### config.mk
export PLATFORM = sky130hd
export DESIGN_NAME = trap_ctrl
export DESIGN_NICKNAME = d
export VERILOG_FILES = /design/src/rtl/riscv_pkg.sv /design/src/rtl/tartaruga_pkg.sv /design/src/rtl/trap_prio_sel.sv /design/src/rtl/trap_ctrl.sv
export SDC_FILE = /design/constraint.sdc
export NUM_CORES = 1
export LEC_CHECK = 0
export CAP_MARGIN = 5
export CORE_AREA = 2 2 137 139
export DETAILED_ROUTE_END_ITERATION = 16
export DIE_AREA = 0 0 139 141
export PLACE_DENSITY = 0.7
export SETUP_SLACK_MARGIN = 0.1
export SLEW_MARGIN = 10
export SYNTH_ARGS = -nofsm -noshare
export SYNTH_HDL_FRONTEND = slang
export SYNTH_HIERARCHICAL = 1
export SYNTH_SLANG_ARGS = --single-unit
### constraint.sdc
create_clock -name clk_i -period 1.6 [get_ports clk_i]
set_input_delay 0.32 -clock clk_i [delete_from_list [all_inputs] [get_ports clk_i]]
set_output_delay 0.32 -clock clk_i [all_outputs]
set_load 0.005 [all_outputs]
### src/rtl/riscv_pkg.sv
// Shared RISC-V definitions: exception cause codes as carried on the trap path.
package riscv_pkg;

  typedef logic [4:0] xcpt_code_t;

  localparam xcpt_code_t XCPT_INSTR_MISALIGNED = 5'd0;
  localparam xcpt_code_t XCPT_ILLEGAL_INSTR    = 5'd2;
  localparam xcpt_code_t XCPT_LOAD_MISALIGNED  = 5'd4;
  localparam xcpt_code_t XCPT_LOAD_FAULT       = 5'd5;

endpackage

### src/rtl/tartaruga_pkg.sv
// Core-level types for the trap controller: FSM state encoding and default trap vector.
package tartaruga_pkg;

  typedef enum logic [1:0] {
    ST_IDLE     = 2'd0,
    ST_FLUSH    = 2'd1,
    ST_COMMIT   = 2'd2,
    ST_REDIRECT = 2'd3
  } trap_state_t;

  localparam logic [31:0] TRAP_VECTOR_DEFAULT = 32'h0000_0100;
  localparam int unsigned DRAIN_CNT_W         = 4;

endpackage

### src/rtl/trap_prio_sel.sv
// Combinational exception arbiter: memory beats execute beats decode (oldest instruction wins).
module trap_prio_sel
  import riscv_pkg::*;
(
  input  logic        dec_valid_i,
  input  xcpt_code_t  dec_code_i,
  input  logic [31:0] dec_pc_i,
  input  logic [31:0] dec_value_i,
  input  logic        exe_valid_i,
  input  xcpt_code_t  exe_code_i,
  input  logic [31:0] exe_pc_i,
  input  logic [31:0] exe_value_i,
  input  logic        mem_valid_i,
  input  xcpt_code_t  mem_code_i,
  input  logic [31:0] mem_pc_i,
  input  logic [31:0] mem_value_i,
  output logic        sel_valid_o,
  output xcpt_code_t  sel_code_o,
  output logic [31:0] sel_pc_o,
  output logic [31:0] sel_value_o
);

  // Later assignments override earlier ones, so the oldest stage is written last.
  always_comb begin
    sel_valid_o = 1'b0;
    sel_code_o  = '0;
    sel_pc_o    = '0;
    sel_value_o = '0;
    if (dec_valid_i) begin
      sel_valid_o = 1'b1;
      sel_code_o  = dec_code_i;
      sel_pc_o    = dec_pc_i;
      sel_value_o = dec_value_i;
    end
    if (exe_valid_i) begin
      sel_valid_o = 1'b1;
      sel_code_o  = exe_code_i;
      sel_pc_o    = exe_pc_i;
      sel_value_o = exe_value_i;
    end
    if (mem_valid_i) begin
      sel_valid_o = 1'b1;
      sel_code_o  = mem_code_i;
      sel_pc_o    = mem_pc_i;
      sel_value_o = mem_value_i;
    end
  end

endmodule

### src/rtl/trap_ctrl.sv
// Trap/mret sequencer: drain pipeline, commit trap to CSRs, redirect fetch.
// Optional macro TRAP_MTVAL_EN latches and reports the trap value during COMMIT.
module trap_ctrl
  import riscv_pkg::*;
  import tartaruga_pkg::*;
#(
  parameter logic [31:0] TRAP_VECTOR  = TRAP_VECTOR_DEFAULT,
  parameter int unsigned DRAIN_CYCLES = 2
) (
  input  logic        clk_i,
  input  logic        rstn_i,
  input  logic        xcpt_dec_i,
  input  logic        xcpt_exe_i,
  input  logic        xcpt_mem_i,
  input  xcpt_code_t  xcpt_dec_code_i,
  input  xcpt_code_t  xcpt_exe_code_i,
  input  xcpt_code_t  xcpt_mem_code_i,
  input  logic [31:0] xcpt_dec_pc_i,
  input  logic [31:0] xcpt_exe_pc_i,
  input  logic [31:0] xcpt_mem_pc_i,
  input  logic [31:0] xcpt_dec_value_i,
  input  logic [31:0] xcpt_exe_value_i,
  input  logic [31:0] xcpt_mem_value_i,
  input  logic        mret_i,
  input  logic [31:0] mepc_i,
  output logic        xcpt_o,
  output xcpt_code_t  xcpt_code_o,
  output logic [31:0] xcpt_pc_o,
  output logic [31:0] xcpt_value_o,
  output logic        flush_o,
  output logic        stall_o,
  output logic        busy_o,
  output logic        redirect_valid_o,
  output logic [31:0] redirect_pc_o,
  output trap_state_t dbg_state_o
);

  localparam logic [DRAIN_CNT_W-1:0] CNT_LOAD = DRAIN_CNT_W'(DRAIN_CYCLES - 1);

  trap_state_t            r_state, w_state_nxt;
  logic [DRAIN_CNT_W-1:0] r_cnt, w_cnt_nxt;
  logic                   r_mret;
  xcpt_code_t             r_code;
  logic [31:0]            r_pc;
  logic                   w_sel_valid;
  xcpt_code_t             w_sel_code;
  logic [31:0]            w_sel_pc;
  logic [31:0]            w_sel_value;
  logic                   w_accept;

  trap_prio_sel u_prio (
    .dec_valid_i (xcpt_dec_i),
    .dec_code_i  (xcpt_dec_code_i),
    .dec_pc_i    (xcpt_dec_pc_i),
    .dec_value_i (xcpt_dec_value_i),
    .exe_valid_i (xcpt_exe_i),
    .exe_code_i  (xcpt_exe_code_i),
    .exe_pc_i    (xcpt_exe_pc_i),
    .exe_value_i (xcpt_exe_value_i),
    .mem_valid_i (xcpt_mem_i),
    .mem_code_i  (xcpt_mem_code_i),
    .mem_pc_i    (xcpt_mem_pc_i),
    .mem_value_i (xcpt_mem_value_i),
    .sel_valid_o (w_sel_valid),
    .sel_code_o  (w_sel_code),
    .sel_pc_o    (w_sel_pc),
    .sel_value_o (w_sel_value)
  );

  assign w_accept = (r_state == ST_IDLE) && (w_sel_valid || mret_i);

  // r_pc holds the faulting PC for a trap and mepc for an mret.
  always_ff @(posedge clk_i or negedge rstn_i) begin
    if (!rstn_i) begin
      r_state <= ST_IDLE;
      r_cnt   <= '0;
      r_mret  <= 1'b0;
      r_code  <= '0;
      r_pc    <= '0;
    end else begin
      r_state <= w_state_nxt;
      r_cnt   <= w_cnt_nxt;
      if (w_accept) begin
        r_mret <= !w_sel_valid;
        r_code <= w_sel_valid ? w_sel_code : '0;
        r_pc   <= w_sel_valid ? w_sel_pc : mepc_i;
      end
    end
  end

  always_comb begin
    w_state_nxt = r_state;
    w_cnt_nxt   = r_cnt;
    case (r_state)
      ST_IDLE: begin
        if (w_accept) begin
          w_state_nxt = ST_FLUSH;
          w_cnt_nxt   = CNT_LOAD;
        end
      end
      ST_FLUSH: begin
        if (r_cnt == '0) begin
          w_state_nxt = r_mret ? ST_REDIRECT : ST_COMMIT;
        end else begin
          w_cnt_nxt = r_cnt - 1'b1;
        end
      end
      ST_COMMIT:   w_state_nxt = ST_REDIRECT;
      ST_REDIRECT: w_state_nxt = ST_IDLE;
      default:     w_state_nxt = ST_IDLE;
    endcase
  end

`ifdef TRAP_MTVAL_EN
  logic [31:0] r_value;

  always_ff @(posedge clk_i or negedge rstn_i) begin
    if (!rstn_i) begin
      r_value <= '0;
    end else if (w_accept) begin
      r_value <= w_sel_valid ? w_sel_value : '0;
    end
  end

  assign xcpt_value_o = xcpt_o ? r_value : '0;
`else
  logic w_unused_value;
  assign w_unused_value = ^w_sel_value;
  assign xcpt_value_o   = '0;
`endif

  assign xcpt_o           = (r_state == ST_COMMIT);
  assign xcpt_code_o      = xcpt_o ? r_code : '0;
  assign xcpt_pc_o        = xcpt_o ? r_pc : '0;
  assign flush_o          = (r_state == ST_FLUSH);
  assign busy_o           = (r_state != ST_IDLE);
  assign stall_o          = (r_state != ST_IDLE);
  assign redirect_valid_o = (r_state == ST_REDIRECT);
  assign redirect_pc_o    = redirect_valid_o ? (r_mret ? r_pc : TRAP_VECTOR) : '0;
  assign dbg_state_o      = r_state;

endmodule

; Yosys cells after proc, flatten, opt, wreduce, memory -nomap -nowiden
; Index checks and enable logic that the tools add are counted.
[word_totals]
n_memories = 0
ram_bits = 0
out_inout_bits = 108
latch_bits = 0
wordCells = 43
ff_bits = 44
rom_bits = 0
[classes]
n_lt_le_gt_ge = 0
div = 0
n_reduce_logical = 9
mux = 22
mul = 0
add_sub_neg = 1
n_eq_ne = 6
n_bitwise = 0
n_shift = 0
[ops]
columns = cell, n
row1 = 2-to-1 mux 32 bit, 7
row2 = 2-to-1 mux 5 bit, 5
row3 = 2-to-1 mux 4 bit, 2
row4 = one-hot mux 2 bit (4 select lines), 1
row5 = one-hot mux 4 bit (2 select lines), 1
row6 = "equality test 2 bit, second input constant", 2
row7 = zero test 4 bit, 1
row8 = 2-to-1 mux 1 bit, 4
row9 = 2-to-1 mux 2 bit, 2
row10 = "inequality test 2 bit, second input constant", 2
row11 = nonzero test 2 bit, 2
row12 = "subtractor 4 x 1 -> 4 bit, second input constant", 1
row13 = AND reduction 3 bit, 1
row14 = "equality test 2 x 1 -> 1 bit, second input constant", 1
row15 = zero test 2 bit, 1
row16 = "inequality test 2 x 1 -> 1 bit, second input constant", 1
row17 = AND reduction 2 bit, 1
row18 = logical AND 1 bit, 1
row19 = zero test 1 bit, 1
row20 = logical OR 1 bit, 1

; Logic depth before layout (Yosys ltp)
[depth]
depth_word = 7
ltp_mapped = 9

; Cells and area by module
; The synthesis kept the hierarchy.
[by_module_without_submodules]
columns = mod, cells_per_inst, n_inst, area_per_inst_um2, seq_area_each_um2
row1 = trap_ctrl, 317, 1, 2879.0, 1101.1
row2 = trap_prio_sel, 315, 1, 1884.3, 0.0

; Least setup slack after synthesis
; No wires, ideal clock.
[synth_timing]
path_type = input to register
startpoint = in xcpt_dec_i
endpoint = reg r_state[1] (netlist: dbg_state_o[1])
cell_stages = 7
setup_slack_ns = -0.244
arrival_time_ns = 1.716
path_cell_list = buf_6 -> buf_6 -> or3_1 -> buf_4 -> nor3b_4 -> a21oi_2 -> mux2_1
[synth_via]
elab_chain_cells = 7
[synth_lines]
columns = item, line
row1 = start: declaration, trap_ctrl.sv:12  ; input logic xcpt_dec_i,
row2 = 2-to-1 mux 1 bit, trap_prio_sel.sv:29  ; if (dec_valid_i) begin
row3 = 2-to-1 mux 1 bit, trap_prio_sel.sv:35  ; if (exe_valid_i) begin
row4 = 2-to-1 mux 1 bit, trap_prio_sel.sv:41  ; if (mem_valid_i) begin
row5 = net w_sel_valid, trap_ctrl.sv:45  ; logic w_sel_valid;
row6 = logical OR 1 bit, trap_ctrl.sv:70  ; assign w_accept = (r_state == ST_IDLE) && (w_sel_valid || mret_i);
row7 = logical AND 1 bit, trap_ctrl.sv:70
row8 = inequality test 2 bit (no line), n/a
row9 = AND reduction 2 bit (no line), n/a
row10 = end signal: assignment, trap_ctrl.sv:81  ; r_state <= w_state_nxt;
row11 = end: declaration, trap_ctrl.sv:40  ; trap_state_t r_state, w_state_nxt;
; The timed path passes the listed nets, and every way through them passes these cells.
; A chain may end at the register's enable or synchronous reset.

; Final worst setup path
[layout_timing]
startpoint = reg r_state[0] (netlist: dbg_state_o[0])
endpoint = out redirect_pc_o[19]
[layout_via]
elab_chain_cells = 2
[layout_lines]
columns = item, line
row1 = equality test 2 bit, trap_ctrl.sv:138  ; assign redirect_valid_o = (r_state == ST_REDIRECT);
row2 = 2-to-1 mux 32 bit, trap_ctrl.sv:139  ; assign redirect_pc_o = redirect_valid_o ? (r_mret ? r_pc : TRAP_VECTOR) : '0;
row3 = end: declaration, trap_ctrl.sv:34  ; output logic [31:0] redirect_pc_o,
; No other way between the ends.

==> metrics.yaml <==
dp_cells: 939
grt_max_degree: 75
powerDensity_nw_per_um2: 1443
swShare: 0.3673
p_comb_frac: 0.711
dp_slack_ns: -0.3925
path_class: "flop to output port"
switchingPower_mw: 4.219
fin_skew_ns: 0.002904
fin_cells: 995
core-area_sq_um: 18270
insertion_delay_ns: 0.30
overflow: 0
antenna_found_initial: 0
p_clk_frac: 0.096
gp_congestion: 0.7631
path_clk_slew_ns: 0.07
vias: 4503
grt_usage: 0.1668
hpwl_mm: 10.86
required_ns: 1.28
power_mw: 11.49
report.final.hold_viol_count: 0
num_rows: 50
drc: 0
antenna_left: 0
setup_viol_count_final: 116
final_common_cell: "clkdlybuf4s50_1"
yosys_warnings: 6
max_freq_mhz: 503.0
first_iter_violations: 94
synth_area_sq_um: 3948
cts_tree: "built"
port_buffers: 224
seq_area_sq_um: 1102
fill_cells: 1778
numCtsBuffers: 5
fin_util: 0.4357
maxCapViolations: 0
multiInputGateArea_sq_um: 2918
clk_path_buf_depth: 2
p_int_mw: 7.268
grt_pass1_wl_mm: 25.54
area_growth_pct: 101.6
cellLeakagePower_nw: 3.608
max-slew-margin-rel: 0.5111
finalCritPeriodShare: 1.242
rsz0062_at_grt: "true"
avgSynthCellArea_sq_um: 7.991
dieArea_sq_um: 19600
start_util: 0.2161
tns_ns: -24.81
htree_levels: 2
firstDrtPassIters: 4
hold_path.class: "flop to flop"
power_frac_seq: 0.194
clock_sinks: 44
first_global_vias: 4472
violations: "setup timing"
die_w_microns: 139
path_max_fanout: 5
ir_worst_vdd_v: 0.0008136
drt_wl_total_mm: 17.00
outcome: "finished, violations left"
crit_path_end_kind: "output port"
antennaDiodeCount: 0
min_period_ns: 1.988
critical_path.startpoint_type: "flop"
arrival_ns: 1.67
worst_pin_slew_ns: 0.7334
setup_slack_ns: -0.3879
layout-drive-gt1-share: 0.3968
via_per_inst: 4.526
wl_per_cell_microns: 17.09
io_pins: 353
slew_viol_final: 0
dieHeight_microns: 141
clock-root-buffer: "clkbuf_16"
nNetsFinal: 1012
syn_inst: 494
final_cell_mix: "144 x clkdlybuf4s50_1, 87 x buf_6, 75 x a21oi_1"
==> sequential cells by signal (all words and copies together), names as in the netlist <==
name and cells:
r_pc 32, r_code 5, r_cnt 4, dbg_state_o 2, r_mret 1
==> critical path, stage by stage (launching register included) <==
cell and delay (ns):
dfrtp_1 0.41, buf_6 0.13, ha_4 0.18, buf_12 0.14, buf_8 0.13, buf_6 0.11
and3_4 0.16, buf_6 0.11
==> layout make-up <==
class / instances / share of cell area
clock buffers: 6 / 0.01745
clock inverters: 2 / 0.001258
inverters: 7 / 0.004245
multi-input cells: 392 / 0.3666
flip-flops and latches: 44 / 0.1385
well taps: 234 / 0.03679
repair buffers: 310 / 0.4352
==> per-layer routing <==
layer  wire length, microns  share of wire  track usage
met5                      0              0            0
met4                    213          0.013      0.04306
met3                    866          0.051      0.02989
met2                   8844           0.52       0.3033
met1                   7080           0.42       0.2036
==> repair_timing <==
action                                  CTS  global route
gates cloned                             16             2
endpoints found under the setup margin  119           119
hold endpoints to repair                  1             0
hold buffers                              1             0
pin swaps                                56            19
buffers inserted                         27             9
resized for setup                       474           122
==> path summary, 6_finish.rpt <==
check                               start           endpoint  slack [ns]  cells after the start
max                        dbg_state_o[0]  redirect_pc_o[19]       -0.39                      7
min reg2reg                      r_pc[21]           r_pc[21]        0.52                      2
max reg2reg                dbg_state_o[0]           r_cnt[1]       -0.19                      9
min                              r_pc[21]           r_pc[21]        0.52                      2
min in group asynchronous          rstn_i          r_code[4]        0.54                      3
max in group asynchronous          rstn_i           r_pc[13]        0.83                      3
==> per-stage QoR <==
step | hold slack (ns) | instance area [sq um]
after CTS | 0.4953 | 7446
after detailed placement | 0.3293 | 6441
after floorplan | 0.02441 | 4084
final | 0.5165 | 7959
after global placement | 0.3242 | 6441
after global routing | 0.5320 | 7959
==> power by group through the flow <==
stage | sequential (mW) | combinational, mW | clock [mW]
floorplan | 1.94 | 2.11 | 0
global placement | 1.99 | 4.46 | 0
detailed placement | 2.03 | 4.52 | 0
CTS | 2.10 | 7.28 | 1.14
global route | 2.30 | 8.76 | 1.17
finish | 2.22 | 8.16 | 1.10
No activity file was read; power rests on OpenSTA's default activity.
